<file path="src/rtl/clock_display_mux.sv">
// HH:MM front end for a 4-digit multiplexed 7-segment display.
// Binary-to-BCD conversion by repeated subtraction, atomic shadow update, fixed-rate scan.
module clock_display_mux #(
  parameter int REFRESH_DIV = 1000,
  parameter int LZ_BLANK    = 0
) (
  input  logic       clk,
  input  logic       rst,
  input  logic [5:0] minute,
  input  logic [4:0] hour,
  output logic [6:0] seg,
  output logic [3:0] an,
  output logic       dp,
  output logic       busy,
  output logic       err
);

  localparam int CW = (REFRESH_DIV > 1) ? $clog2(REFRESH_DIV) : 1;
  localparam logic [CW-1:0] SCAN_LAST = CW'(REFRESH_DIV - 1);

  typedef enum logic [1:0] {
    S_IDLE,
    S_CONV,
    S_DONE
  } state_t;

  state_t      state;
  logic [5:0]  cap_min;
  logic [4:0]  cap_hour;
  logic [5:0]  work_min;
  logic [4:0]  work_hour;
  logic [2:0]  m_tens;
  logic [1:0]  h_tens;

  // Shadow digits: only ever written together in S_DONE.
  logic [3:0]  dig_m_ones;
  logic [3:0]  dig_m_tens;
  logic [3:0]  dig_h_ones;
  logic [3:0]  dig_h_tens;

  logic [CW-1:0] scan_cnt;
  logic [1:0]    idx;
  logic [3:0]    digit_sel;
  logic [6:0]    seg_next;

  function automatic logic [6:0] seg_encode(input logic [3:0] d);
    case (d)
      4'd0:    return 7'h3F;
      4'd1:    return 7'h06;
      4'd2:    return 7'h5B;
      4'd3:    return 7'h4F;
      4'd4:    return 7'h66;
      4'd5:    return 7'h6D;
      4'd6:    return 7'h7D;
      4'd7:    return 7'h07;
      4'd8:    return 7'h7F;
      4'd9:    return 7'h6F;
      default: return 7'h00;
    endcase
  endfunction

  // NOTE: state registers use non-blocking assignments so every flop samples
  // pre-edge values regardless of statement order.
  always_ff @(posedge clk) begin
    if (rst) begin
      state      <= S_IDLE;
      cap_min    <= '0;
      cap_hour   <= '0;
      work_min   <= '0;
      work_hour  <= '0;
      m_tens     <= '0;
      h_tens     <= '0;
      dig_m_ones <= '0;
      dig_m_tens <= '0;
      dig_h_ones <= '0;
      dig_h_tens <= '0;
      busy       <= 1'b0;
      err        <= 1'b0;
    end else begin
      case (state)
        S_IDLE: begin
          // Comparing against the captured value means a change that arrived
          // mid-conversion is still picked up here afterwards.
          if ({hour, minute} != {cap_hour, cap_min}) begin
            cap_min   <= minute;
            cap_hour  <= hour;
            work_min  <= minute;
            work_hour <= hour;
            m_tens    <= '0;
            h_tens    <= '0;
            busy      <= 1'b1;
            state     <= S_CONV;
          end
        end
        S_CONV: begin
          if (work_min >= 6'd10 || work_hour >= 5'd10) begin
            if (work_min >= 6'd10) begin
              work_min <= work_min - 6'd10;
              m_tens   <= m_tens + 3'd1;
            end
            if (work_hour >= 5'd10) begin
              work_hour <= work_hour - 5'd10;
              h_tens    <= h_tens + 2'd1;
            end
          end else begin
            state <= S_DONE;
          end
        end
        S_DONE: begin
          dig_m_ones <= work_min[3:0];
          dig_m_tens <= {1'b0, m_tens};
          dig_h_ones <= work_hour[3:0];
          dig_h_tens <= {2'b00, h_tens};
          err        <= (cap_min > 6'd59) || (cap_hour > 5'd23);
          busy       <= 1'b0;
          state      <= S_IDLE;
        end
        default: state <= S_IDLE;
      endcase
    end
  end

  // NOTE: every always_comb output gets a default first so no latch is inferred.
  always_comb begin
    digit_sel = dig_m_ones;
    case (idx)
      2'd0: digit_sel = dig_m_ones;
      2'd1: digit_sel = dig_m_tens;
      2'd2: digit_sel = dig_h_ones;
      2'd3: digit_sel = dig_h_tens;
      default: digit_sel = dig_m_ones;
    endcase
    if (err)
      seg_next = 7'h40;
    else if ((LZ_BLANK != 0) && (idx == 2'd3) && (dig_h_tens == 4'd0))
      seg_next = 7'h00;
    else
      seg_next = seg_encode(digit_sel);
  end

  always_ff @(posedge clk) begin
    if (rst) begin
      scan_cnt <= '0;
      idx      <= 2'd0;
      an       <= 4'b0001;
      seg      <= 7'h3F;
      dp       <= 1'b0;
    end else begin
      if (scan_cnt == SCAN_LAST) begin
        scan_cnt <= '0;
        idx      <= idx + 2'd1;
      end else begin
        scan_cnt <= scan_cnt + CW'(1);
      end
      an  <= 4'b0001 << idx;
      seg <= seg_next;
      dp  <= (idx == 2'd2);
    end
  end

endmodule

</file>
<file path="config.mk">
export PLATFORM = sky130hd
export DESIGN_NAME = clock_display_mux
export DESIGN_NICKNAME = d
export VERILOG_FILES = /design/src/rtl/clock_display_mux.sv
export SDC_FILE = /design/constraint.sdc
export NUM_CORES = 1
export LEC_CHECK = 0
export ABC_CLOCK_PERIOD_IN_PS = 3900
export CAP_MARGIN = 20
export CORE_ASPECT_RATIO = 2
export CORE_MARGIN = 1.5
export CORE_UTILIZATION = 55
export CTS_BUF_LIST = sky130_fd_sc_hd__clkbuf_8
export DETAILED_ROUTE_END_ITERATION = 10
export PLACE_DENSITY_LB_ADDON = 0.2
export SLEW_MARGIN = 20
export SYNTH_ARGS = -nofsm -noshare
export SYNTH_HDL_FRONTEND = slang
export SYNTH_SLANG_ARGS = --single-unit
</file>
<file path="constraint.sdc">
create_clock -name clk -period 3.9 [get_ports clk]
set_input_delay 0.39 -clock clk [delete_from_list [all_inputs] [get_ports clk]]
set_output_delay 0.39 -clock clk [all_outputs]
set_load 0.005 [all_outputs]
</file>
==> metrics.md <==
| Metric | Value |
|---|---|
| Netlist area before placement | 3190 um^2 |
| Most common flop cell mapped by yosys | dfxtp_1 |
| Power density cells | 647 nW/um^2 |
| Drt initial violations | 97 |
| Starting density of the core | 56.3% |
| Number of enable-type register cells in the synthesized netlist | 0 |
| Kind of critical path | flip-flop to flip-flop |
| Count of nets after finishing | 413 |
| Critical Path, Cell by Cell | inv_1 > ha_1 > inv_1 > o21ai_0 > inv_1 > ha_1 > nor3_1 > a211oi_1 > nor2_1 |
| Relative area change from synthesis to final layout | 17.0% |
| Row count | 39 |
| Worst min-delay path startpoint | scan_cnt[0] |
| CP Launch Type | flip-flop |
| Final design area excluding fillers | 3730 um^2 |
| Number of instances on the worst hold path | 1 |
| Iteration count of the initial detailed-routing pass | 5 |
| TritonCTS clock tree | yes |
| Sequential area share after synthesis | 42.7% |
| Placed cell area | 3470 um^2 |
| Share of the clock period used by the worst path | 60.8% |
| I/O Pins | 27 |
| LEAKAGE | 1.47 nW |
| Vias per cell | 5.74 |
| Max cap viols | 0 |
| Required time reported for the critical path endpoint | 4.18 ns |
| Maximum clock skew at final layout | 0.00848 ns |
| Root Buffer | clkbuf_8 |
| Max Buffers Root-to-Sink | 2 |
| Critical-path maximum fanout | 7 |
| GPL Wtd Cong | 0.828 |
| Sum of routed wire length over all layers | 6920 um |
| Total CTS buffers | 9 |
| Hold Violations, Final | 0 |
| Final setup viols | 0 |
| Type of destination of the critical path | flip-flop |
| Logic depth of the worst register-to-register path | 9 |
| HPWL reported at the end of detailed placement | 5160 um |
| Setup repair after global routing missed its margin | no |
| Clock input transition at the sequential cells of the worst setup and hold paths | 0.07 ns |
| Detailed-route DRC error count | 0 |
| Max-slew headroom at the worst pin | 33.8% |
| Top achievable clock speed | 422 MHz |
| Maximum VDD drop | 476 uV |
| Number of hold buffers added after CTS | 0 |
| Initial antenna violation count | 0 |
| Worst min path class | flip-flop to flip-flop |
| Global router's overall resource usage | 24.0% |
| Synth Warn # | 0 |
| Largest incremental delay on the critical path | 0.52 ns |
| Dominant cell type by count on the critical path | inv_1 |
| Endpoint of the worst hold-timing path | scan_cnt[0] |
| Minimum period implied by the final worst setup slack | 2.37 ns |
| Sink Count | 68 |
| Die outline area | 6290 um^2 |
| Clock H-tree levels | 3 |
| Critical R2R Capture | seg[6] |
| #FFs+latches synth | 68 |
| Die width | 56.8 um |
| Placeable core area | 5660 um^2 |
| Cells after synthesis | 363 |
| Antenna diodes | 0 |
| Largest net degree at the start of global routing | 55 |
| Arrival @ worst endpoint | 2.65 ns |
| Mean instance size in the synthesized netlist | 8.79 um^2 |
| Fraction of synthesis flops using an asynchronous set or reset pin | 0% |
| Die height | 111 um |
| Number of different library cells in the post-synthesis netlist | 55 |
| R2r setup slk | 1.53 ns |
| Synth Net Count | 389 |
| Global-route wire length before repair | 11700 um |
| Wire length per cell after detailed routing | 15.3 um |
| Global route total overflow | 0 |
| Launch point of the worst reg-to-reg path | idx[0] |
| Post-CTS Resized | 0 |
| Number of routed nets with antenna violations | 0 |
| Share of final-layout standard cells stronger than drive strength 1 | 7.65% |
| Status | finished clean |
| Via count of the first global-routing pass | 2582 |
| Port bufs | 26 |
| Final sum of negative setup slack | 0 ns |
| Cell with the largest stage delay on the worst path | o21ai_0 |
| Worst-skew pair later-pin latency | 0.36 ns |
| Final Slew Violations | 0 |
| Count of buffers added by post-CTS timing repair for setup | 0 |
| Slew at the pin closest to its max-slew limit | 0.992 ns |
| Detailed-route via count | 2600 |
[how the worst max path moves through the flow]
stage | start | end | slack, ns | cells after the start
finish | idx[0] | seg[6] | 1.53 | 9
global route | idx[0] | seg[6] | 1.39 | 9
CTS | idx[0] | seg[6] | 1.54 | 9
detailed placement | hour[4] | cap_hour[0] | 1.20 | 6
global placement | hour[2] | cap_hour[0] | 1.24 | 6
floorplan | idx[0] | seg[4] | 2.00 | 10
[flip-flops by register name (all words and copies together), names as in the netlist]
| signal | flops |
|---|---|
| idx | 2 |
| cap_hour | 5 |
| h_tens | 2 |
| err | 1 |
| seg | 7 |
| dig_m_tens | 3 |
| scan_cnt | 10 |
| work_min | 6 |
| cap_min | 6 |
| dig_h_tens | 2 |
| dig_m_ones | 4 |
| dig_h_ones | 4 |
| state | 2 |
| busy | 1 |
| work_hour | 5 |
| m_tens | 3 |
| dp | 1 |
| an | 4 |
[routing by layer]
metal  GRT usage (%)  up-vias  routed length (um)  share of wire [%]
met2            45.3       64                3980                 57
li1                -     1307                   -                  -
met5               0        -                   0                  0
met4            12.4        0                 246                3.6
met1            22.1     1209                2460                 36
met3            6.65       20                 235                3.4
[final cells by class]
| cell class | instances | area (um^2) |
|---|---|---|
| well taps | 61 | 76.3 |
| flip-flops and latches | 68 | 1360 |
| inverters | 16 | 60.1 |
| multi-input cells | 263 | 1700 |
| fillers | 465 | 1930 |
| clock buffers | 11 | 151 |
| repair buffers | 29 | 278 |
| clock inverters | 5 | 106 |
[kinds of logic (layout without fill, tap and decap cells)]
logic type / Yosys count / after routing / share of synthesized area, %
AOI/OAI and AO/OA: 79 / 79 / 17.1
xor gates and xnor gates: 21 / 21 / 6.00
adders and majority gates: 13 / 13 / 5.10
buffers and inverters: 32 / 61 / 4.08
DFF: 68 / 68 / 42.7
muxes: 17 / 17 / 5.34
and+or+nand+nor: 133 / 133 / 19.7
[power by group]
part           leakage [nW]  switching [mW]  internal, mW
logic                 0.785           0.414         0.323
clock network         0.126           0.275         0.462
registers             0.555           0.130         0.812
total                  1.47           0.818          1.60
[critical path: cells and delay by family (launching register included)]
family | cells | cell delay, ns
AO/OA/AOI/OAI | 2 | 0.60
buffers and inverters | 3 | 0.45
AND/OR/NAND/NOR | 2 | 0.31
adder cells (fa/ha/maj) | 2 | 0.59
flip-flops | 1 | 0.35
[cells in the mapped netlist (all sizes together) (2+ instances only)]
master	n	area, um^2
a211o	2	17.5
a211oi	5	37.5
a21oi	31	159
a222oi	2	20.0
a311oi	3	43.8
and2	2	12.5
and4	2	17.5
buf	3	21.3
clkbuf	13	48.8
dfxtp	68	1360
ha	13	163
inv	16	60.1
mux2i	17	170
nand2	48	180
nand2b	4	25.0
nand3	4	20.0
nand4	5	31.3
nand4b	2	17.5
nor2	40	150
nor2b	2	12.5
nor3	11	60.1
o21a	2	15.0
o21ai	12	60.1
o21bai	5	37.5
o31ai	7	66.3
o32ai	2	17.5
or3	3	20.0
xnor2	14	123
xor2	7	68.8
[placed cells by master, fill, tap and decap left out, drive strengths merged, types with 2 or more instances in the layout]
cell type      instances
bufinv                 3
nand4b                 2
o21ai                 12
nand4                  5
nand2                 48
inv                   17
or3                    3
and2                   2
o32ai                  2
buf                    4
o21bai                 5
xor2                   7
clkbuf                11
a211oi                 5
nor2                  40
nor3                  11
xnor2                 14
mux2i                 17
a21oi                 31
dfxtp                 68
a311oi                 3
nand2b                 4
nor2b                  2
o31ai                  7
clkdlybuf4s50         25
nand3                  4
a211o                  2
ha                    13
o21a                   2
a222oi                 2
and4                   2
[metrics by stage]
step	hold slack, ns	total power, mW	instances	utilization, %	setup slack, ns
finish	0.444	2.41	453	65.9	1.53
global route	0.472	2.55	453	65.9	1.39
CTS	0.447	2.42	452	65.8	1.54
detailed placement	0.434	1.68	436	61.2	1.20
global placement	0.425	1.66	436	61.2	1.24
floorplan	0.413	1.48	363	-	2.00
Power figures use the tool's default switching activity.
